File: src/rtl/inst_fetch_unit.sv
// rtl/inst_fetch_unit.sv - PC, instruction fetch handshake, IR latch and condition check
// Optional condition execution enabled by `FETCH_COND_EXEC_EN (otherwise every cond passes).
module inst_fetch_unit #(
    parameter int ADDR_W   = 6,
    parameter int MAX_WAIT = 15
) (
    input  logic              clk,
    input  logic              Rst,
    input  logic              Write_IR,
    input  logic              Write_PC,
    input  logic [3:0]        NZCV,
    output logic              mem_req,
    output logic [ADDR_W-1:0] mem_addr,
    input  logic              mem_ack,
    input  logic [31:0]       mem_rdata,
    output logic [ADDR_W-1:0] Inst_Addr,
    output logic [3:0]        cond,
    output logic [27:0]       IR,
    output logic              ir_valid,
    output logic              flag,
    output logic              fetch_busy,
    output logic              fetch_err
);

    typedef enum logic [1:0] {
        S_IDLE = 2'd0,
        S_REQ  = 2'd1,
        S_WAIT = 2'd2
    } state_t;

    localparam logic [ADDR_W-1:0] PC_ONE   = 1;
    localparam logic [3:0]        WAIT_END = 4'(MAX_WAIT - 1);

    state_t            state, state_n;
    logic [ADDR_W-1:0] pc;
    logic [3:0]        cond_q;
    logic [27:0]       ir_q;
    logic              ir_valid_q;
    logic [3:0]        wait_cnt;
    logic              inc_pending;
    logic              write_ir_q;
    logic              fetch_err_q;

    logic              pass;
    logic              start;
    logic              skip;
    logic              capture;
    logic              timeout;
    logic              consume;

`ifdef FETCH_COND_EXEC_EN
    logic n, z, c, v;
    assign {n, z, c, v} = NZCV;

    always_comb begin
        pass = 1'b0;
        case (cond_q)
            4'h0: pass = z;
            4'h1: pass = !z;
            4'h2: pass = c;
            4'h3: pass = !c;
            4'h4: pass = n;
            4'h5: pass = !n;
            4'h6: pass = v;
            4'h7: pass = !v;
            4'h8: pass = c && !z;
            4'h9: pass = !c || z;
            4'hA: pass = (n == v);
            4'hB: pass = (n != v);
            4'hC: pass = !z && (n == v);
            4'hD: pass = z || (n != v);
            4'hE: pass = 1'b1;
            default: pass = 1'b0;
        endcase
    end
`else
    logic unused_nzcv;
    assign unused_nzcv = ^NZCV;
    assign pass = 1'b1;
`endif

    // Falling edge of Write_IR means the controller has consumed the word.
    assign consume = !Write_IR && write_ir_q;

    always_comb begin
        state_n = state;
        start   = 1'b0;
        skip    = 1'b0;
        capture = 1'b0;
        timeout = 1'b0;
        case (state)
            S_IDLE: begin
                if (Write_IR) begin
                    if (!ir_valid_q) begin
                        start   = 1'b1;
                        state_n = S_REQ;
                    end else if (!pass) begin
                        // Failed-condition word: drop it and move on to the next address.
                        start   = 1'b1;
                        skip    = 1'b1;
                        state_n = S_REQ;
                    end
                end
            end
            S_REQ: begin
                state_n = S_WAIT;
            end
            S_WAIT: begin
                if (mem_ack) begin
                    capture = 1'b1;
                    state_n = S_IDLE;
                end else if (wait_cnt == WAIT_END) begin
                    timeout = 1'b1;
                    state_n = S_IDLE;
                end
            end
            default: state_n = S_IDLE;
        endcase
    end

    always_ff @(posedge clk or posedge Rst) begin
        if (Rst) begin
            state       <= S_IDLE;
            pc          <= '0;
            cond_q      <= '0;
            ir_q        <= '0;
            ir_valid_q  <= 1'b0;
            wait_cnt    <= '0;
            inc_pending <= 1'b0;
            write_ir_q  <= 1'b0;
            fetch_err_q <= 1'b0;
        end else begin
            state       <= state_n;
            write_ir_q  <= Write_IR;
            fetch_err_q <= timeout;
            if (start) begin
                inc_pending <= Write_PC;
            end
            if (state == S_REQ) begin
                wait_cnt <= '0;
            end else if (state == S_WAIT && !mem_ack && !timeout) begin
                wait_cnt <= wait_cnt + 4'd1;
            end
            if (skip || (capture && inc_pending)) begin
                pc <= pc + PC_ONE;
            end
            if (capture) begin
                {cond_q, ir_q} <= mem_rdata;
                ir_valid_q     <= 1'b1;
            end else if (skip || consume) begin
                ir_valid_q <= 1'b0;
            end
        end
    end

    assign fetch_busy = (state != S_IDLE);
    assign mem_req    = fetch_busy;
    assign mem_addr   = pc;
    assign Inst_Addr  = pc;
    assign cond       = cond_q;
    assign IR         = ir_q;
    assign ir_valid   = ir_valid_q;
    assign flag       = ir_valid_q && pass;
    assign fetch_err  = fetch_err_q;

endmodule

File: config.mk
export PLATFORM = sky130hd
export DESIGN_NAME = inst_fetch_unit
export DESIGN_NICKNAME = d
export VERILOG_FILES = /design/src/rtl/inst_fetch_unit.sv
export SDC_FILE = /design/constraint.sdc
export NUM_CORES = 1
export LEC_CHECK = 0
export BUFFER_PORTS_ARGS = -buffer_cell sky130_fd_sc_hd__buf_4
export CELL_PAD_IN_SITES_DETAIL_PLACEMENT = 1
export CELL_PAD_IN_SITES_GLOBAL_PLACEMENT = 2
export CORE_AREA = 2 2 82 91
export DETAILED_ROUTE_END_ITERATION = 12
export DIE_AREA = 0 0 84 93
export PLACE_DENSITY_LB_ADDON = 0.1
export SYNTH_ARGS = -nofsm -noshare
export SYNTH_HDL_FRONTEND = slang
export SYNTH_SLANG_ARGS = --single-unit
File: constraint.sdc
create_clock -name clk -period 1.7 [get_ports clk]
set_clock_uncertainty 0.1 [all_clocks]
set_input_delay 0.085 -clock clk [delete_from_list [all_inputs] [get_ports clk]]
set_output_delay 0.085 -clock clk [all_outputs]
set_load 0.02 [all_outputs]
==> results of run 1 <==
-- synth_stat cells --
| master | count |
|---|---|
| o21ai_1 | 1 |
| o211ai_1 | 2 |
| buf_4 | 8 |
| o31ai_1 | 1 |
| nand2b_1 | 1 |
| inv_1 | 5 |
| nand3_1 | 5 |
| nand4b_1 | 1 |
| or2_1 | 1 |
| nor3_1 | 2 |
| o21ai_0 | 2 |
| nor3b_2 | 1 |
| mux2_2 | 33 |
| nor3b_1 | 1 |
| nand2_1 | 4 |
| dfrtp_1 | 48 |
| mux2_1 | 1 |
| xor2_1 | 4 |
| nand3b_1 | 1 |
| mux2i_1 | 1 |
| or3_1 | 1 |
| buf_2 | 3 |
| nor2_1 | 3 |
| xnor2_1 | 1 |
| nand4_1 | 1 |
| or3b_4 | 1 |
| and3_1 | 1 |
| ha_1 | 3 |
-- timing repair --
action	CTS	global route
hold buffers	35	0
endpoints found under the hold margin	57	0
setup buffers	0	0
endpoints found under the setup margin	0	0
-- cell type report --
type / instances / area (um^2) / share of cell area [%]
clock inverter: 2 / 35.0 / 1.12
inverter: 5 / 18.8 / 0.603
timing repair buffer: 122 / 1030 / 33.0
multi-input combinational: 73 / 652 / 20.9
clock buffer: 6 / 72.6 / 2.33
sequential: 48 / 1200 / 38.6
tap: 85 / 106 / 3.42
-- cells by family (layout without fill, tap and decap cells) --
logic type / Yosys count / count (layout) / share of synthesized area [%]
AOI/OAI and AO/OA: 6 / 6 / 1.93
xor gates and xnor gates: 5 / 5 / 2.25
adders and majority gates: 3 / 3 / 1.93
buffers and inverters: 16 / 135 / 4.82
DFF: 48 / 48 / 61.7
muxes: 35 / 35 / 20.2
and+or+nand+nor: 24 / 24 / 7.20
-- power groups by stage --
| stage | logic, mW | registers [mW] | clock network [mW] |
|---|---|---|---|
| 5_1_grt | 2.55 | 2.03 | 0.885 |
| 3_5_place_dp | 2.39 | 1.98 | 0 |
| 6_report | 2.41 | 1.95 | 0.801 |
| 2_1_floorplan | 0.848 | 2.47 | 0 |
| 3_3_place_gp | 2.32 | 1.94 | 0 |
| 4_1_cts | 2.46 | 1.96 | 0.839 |
-- worst register-to-register path: stages, from the launching register on --
cell	delay, ns
dfrtp_1	0.43
or3b_4	0.44
or3_1	0.36
o211ai_1	0.09
-- metal layers --
metal,share of wire [%],GRT usage [%]
met1,39,14.4
met2,55,23.2
met3,5.3,3.35
met4,1.1,3.23
met5,0,0
-- metrics by stage --
| stage | setup WS [ns] | hold slack, ns |
|---|---|---|
| after floorplan | 0.198 | 0.0164 |
| after global placement | 0.232 | 0.0453 |
| after detailed placement | 0.205 | 0.0618 |
| after CTS | 0.194 | 0.00655 |
| after global routing | 0.143 | 0.0146 |
| final | 0.197 | 0.0215 |
-- how the worst max path moves through the flow --
stage                         from           to  slack, ns  cells after the start
after floorplan           state[1]  inc_pending       0.20                      3
after global placement    state[0]  wait_cnt[3]       0.23                      3
after detailed placement  state[0]  wait_cnt[3]       0.20                      3
after CTS                 state[1]  inc_pending       0.19                      3
after global routing      state[0]  wait_cnt[3]       0.14                      3
final                     state[0]  wait_cnt[3]       0.20                      3
-- registers in the layout, summed over array words and instances, names as in the netlist --
signal,flops
wait_cnt,4
state,2
IR,28
Inst_Addr,6
inc_pending,1
fetch_err,1
write_ir_q,1
flag,1
cond,4
==> results.py, run 1 <==
metrics = {
    "critical_path": {
        "r2r_cells": 3,
        "startpoint_type": "flip-flop",
        "cp-end-kind": "flip-flop",
        "worst_path_max_delay_cell": "or3b_4",
        "cpPeakStageDelay_ns": 0.44,
        "crit_type": "flip-flop to flip-flop",
        "crit_fanout": 6,
        "required_ns": 1.82,
        "reg2reg_slack_ns": 0.20,
        "reg2reg_to": "wait_cnt[3]",
        "r2r_start": "state[0]",
        "arrival_ns": 1.62,
        "cpLargestDelayFamily": "simple AND/OR/NAND/NOR gates",
        "path_cells": "or3b_4 -> or3_1 -> o211ai_1",
        "crit_buf_inv": 0,
    },
    "sta": {
        "hold_viol_final": 0,
        "tightest_slew_ns": 0.491,
        "post-route-period-util_pct": 88.4,
        "fin_setup_tns_ns": 0,
        "slew_violations": 0,
        "timing.final.crit_period_ns": 1.50,
        "fmax_mhz": 665,
        "setup_viol": 0,
        "relSlewSlack_pct": 67.2,
        "rsz0062_at_grt": "false",
    },
    "final_layout": {
        "instances_no_fill": 341,
        "final_util_pct": 45.0,
        "final_cell_mix": "85 x buf_4, 48 x dfrtp_1, 35 x dlygate4sd3_1",
        "n_antenna_cell": 0,
        "nets": 299,
        "fin_area_mm2": 0.00311,
        "fillers": 742,
        "mostFrequentLayoutCell": "buf_4",
        "drive_gt1_share_pct": 50.8,
        "area.growth.synth_to_final_pct": 60.0,
    },
    "synth": {
        "synth_area_mm2": 0.00195,
        "synth_nets": 181,
        "ys_seq_area_share_pct": 61.7,
        "synthCells": 137,
        "syn_area_per_cell_um2": 14.2,
        "synth_largest_area_cell": "dfrtp_1",
        "yosys_warnings": 0,
        "synth_area_leaders": "dfrtp_1 62%, mux2_2 19%, buf_4 3.1%",
        "ys_types": 28,
        "post-synth-top-area-fraction_pct": 61.7,
        "ys_seq_elements": 48,
    },
    "die": {
        "core_area_mm2": 0.00693,
        "dieArea_mm2": 0.00781,
        "rows": 32,
        "die_w_um": 84,
        "start_util_pct": 28.1,
        "ioPinCount": 90,
        "die_h_um": 93,
    },
    "grt": {
        "grt_max_degree": 34,
        "antenna_found_initial": 0,
        "grt_overflow": 0,
        "grt_pass1_vias": 1617,
        "grt_pass1_wl_um": 7800,
        "track_usage_pct": 12.6,
    },
    "place": {
        "dp.cells": 298,
        "port-buffer-count": 85,
        "post_dp_cell_area_mm2": 0.00266,
        "gp_congestion": 0.795,
        "dp_hpwl_um": 3500,
    },
    "hold_path": {
        "hold_end": "fetch_err",
        "hold_depth": 3,
        "hold_class": "input pin to flip-flop",
        "hold_start": "mem_ack",
    },
    "pwr": {
        "power_frac_seq_pct": 37.7,
        "power_mw": 5.16,
        "switching_share_pct": 36.5,
        "powerDensity_mw_per_mm2": 1660,
        "vdd_drop_max_mv": 0.655,
        "p_clk_share_pct": 15.5,
        "p_comb_share_pct": 46.7,
        "total_leakage_power_nw": 1.51,
        "switching_power_mw": 1.88,
        "intPower_mw": 3.28,
    },
    "cts": {
        "clock_latency_ns": 0.29,
        "clk_path_buf_depth": 2,
        "post_cts_resized": 0,
        "clk_pin_slew_ns": 0.09,
        "h-tree-depth": 2,
        "cts_tree": "done",
        "cts-buffers-inserted": 5,
        "clock-sinks": 48,
        "cts_root_buf": "clkbuf_8",
    },
    "run_status": {
        "status": "completed",
    },
    "routing": {
        "wl_per_cell_um": 14.2,
        "viasPerCell": 4.37,
        "drc": 0,
        "first_pass_iters": 4,
        "final_antenna_net_count": 0,
        "drtIter0Drc": 37,
        "vias": 1489,
        "drt_wl_total_um": 4850,
    },
    "flow_run": {
        "cap_viol_max_count": 0,
    },
}
Note: power is estimated with default switching activity, not from simulation.
==> run 2, diff against run 1 <==
==> constraint.sdc (replaced) <==
create_clock -name clk -period 1.7 [get_ports clk]
set_clock_uncertainty 0.1 [all_clocks]
set_input_delay 0.34 -clock clk [delete_from_list [all_inputs] [get_ports clk]]
set_output_delay 0.34 -clock clk [all_outputs]
set_load 0.02 [all_outputs]
==> results.py, run 2 (same netlist as run 1, synthesis figures left out) <==
metrics = {
    "pwr": {
        "total_leakage_power_nw": 1.38,
        "vdd_drop_max_mv": 0.710,
        "power_mw": 5.17,
        "powerDensity_mw_per_mm2": 1840,
    },
    "final_layout": {
        "largest_reg_flops": 28,
        "drive_gt1_share_pct": 59.6,
        "mostFrequentLayoutCell": "buf_4",
        "area.growth.synth_to_final_pct": 43.9,
        "final_cell_mix": "86 x buf_4, 47 x dfrtp_1, 33 x mux2_2",
        "fin_area_mm2": 0.00280,
        "n_antenna_cell": 0,
        "nets": 266,
        "fillers": 749,
        "final_util_pct": 40.4,
    },
    "run_status": {
        "status": "completed",
    },
    "grt": {
        "grt_pass1_vias": 1440,
        "grt-busiest-layer": "met2",
        "antenna_found_initial": 0,
        "grtUsageMet2_pct": 19.7,
        "met3_usage_pct": 3.88,
        "gr-usage-met1_pct": 13.3,
        "grt_pass1_wl_um": 7100,
        "grt_max_degree": 49,
        "grt_overflow": 0,
        "track_usage_pct": 11.5,
    },
    "cts": {
        "clk_path_buf_depth": 2,
        "cts-buffers-inserted": 5,
        "cts_root_buf": "clkbuf_8",
        "cts_tree": "done",
        "h-tree-depth": 2,
        "clock_latency_ns": 0.29,
        "clock-sinks": 48,
        "clk_pin_slew_ns": 0.09,
    },
    "critical_path": {
        "r2r_start": "state[0]",
        "arrival_ns": 1.19,
        "startpoint_type": "flip-flop",
        "crit_fanout": 5,
        "r2r_cells": 3,
        "crit_end": "fetch_busy",
        "reg2reg_to": "wait_cnt[3]",
        "required_ns": 1.26,
        "reg2reg_slack_ns": 0.20,
        "crit_type": "flip-flop to primary output",
        "worst_path_max_delay_cell": "dfrtp_1",
        "cp-end-kind": "primary output",
        "cpPeakStageDelay_ns": 0.42,
        "startpoint": "state[1]",
        "path_cells": "or2_1 -> buf_4",
    },
    "die": {
        "rows": 32,
        "ioPinCount": 90,
        "dieArea_mm2": 0.00781,
        "die_h_um": 93,
        "core_area_mm2": 0.00693,
        "start_util_pct": 28.1,
        "die_w_um": 84,
    },
    "routing": {
        "wl_per_cell_um": 14.3,
        "drc": 0,
        "final_antenna_net_count": 0,
        "drtIter0Drc": 22,
        "viasPerCell": 4.44,
        "vias": 1366,
        "drt_wl_total_um": 4390,
        "first_pass_iters": 4,
    },
    "sta": {
        "worst_slack_ns": 0.0742,
        "fmax_mhz": 615,
        "fin_setup_tns_ns": 0,
        "setup_viol": 0,
        "relSlewSlack_pct": 76.4,
        "slew_violations": 0,
        "tightest_slew_ns": 0.353,
        "hold_viol_final": 0,
        "timing.final.crit_period_ns": 1.63,
        "rsz0062_at_grt": "false",
        "post-route-period-util_pct": 95.6,
    },
    "place": {
        "dp_hpwl_um": 3270,
        "port-buffer-count": 85,
        "post_dp_cell_area_mm2": 0.00266,
        "dp_slack_ns": 0.184,
        "gp_congestion": 0.748,
    },
    "flow_run": {
        "cap_viol_max_count": 0,
    },
    "hold_path": {
        "hold_class": "input pin to flip-flop",
    },
}
==> run 2: critical path, delay by kind of cell (launching register included) <==
kind | cells | cell delay (ns)
and+or+nand+nor | 1 | 0.29
buffers and inverters | 1 | 0.18
DFF | 1 | 0.42
==> run 2: worst min-delay path by stage <==
| stage | from | endpoint | slack (ns) | depth (start not counted) |
|---|---|---|---|---|
| floorplan | Write_IR | write_ir_q | 0.27 | 0 |
| global placement | Rst | Inst_Addr[5] | 0.30 | 3 |
| detailed placement | Rst | Inst_Addr[5] | 0.32 | 3 |
| CTS | Write_IR | write_ir_q | 0.05 | 1 |
| global route | Write_IR | write_ir_q | 0.04 | 1 |
| finish | Write_IR | write_ir_q | 0.06 | 1 |
==> run 2: layout make-up <==
class	count	area (um^2)	share of cell area [%]
clock buffers	7	96.3	3.44
flip-flops and latches	48	1200	42.9
clock inverters	1	30.0	1.07
inverters	5	18.8	0.670
repair buffers	89	696	24.8
well taps	85	106	3.80
multi-input cells	73	652	23.3
==> run 2: metrics by stage <==
stage / std cells / hold WS, ns
5_1_grt: 308 / 0.0402
3_3_place_gp: 298 / 0.304
3_5_place_dp: 298 / 0.318
4_1_cts: 307 / 0.0472
2_1_floorplan: 137 / 0.271
6_report: 308 / 0.0622
==> run 2: where the power goes <==
group | internal, mW | switching (mW) | total, mW
combinational | 1.16 | 1.17 | 2.33
clock | 0.519 | 0.362 | 0.881
sequential | 1.63 | 0.316 | 1.95
total | 3.32 | 1.85 | 5.17
==> run 2: repair_timing <==
action	4_1_cts	5_1_grt
endpoints found under the setup margin	0	2
endpoints found under the hold margin	48	0
setup buffers	0	1
gates resized for setup	0	1
hold buffers	1	0
==> run 2: layer usage <==
layer	vias to the layer above	part of all wire (%)	wire, um
met5	-	0	0
met4	0	1.5	68
met3	7	6.7	293
met2	50	52	2290
met1	675	40	1740
li1	634	-	-
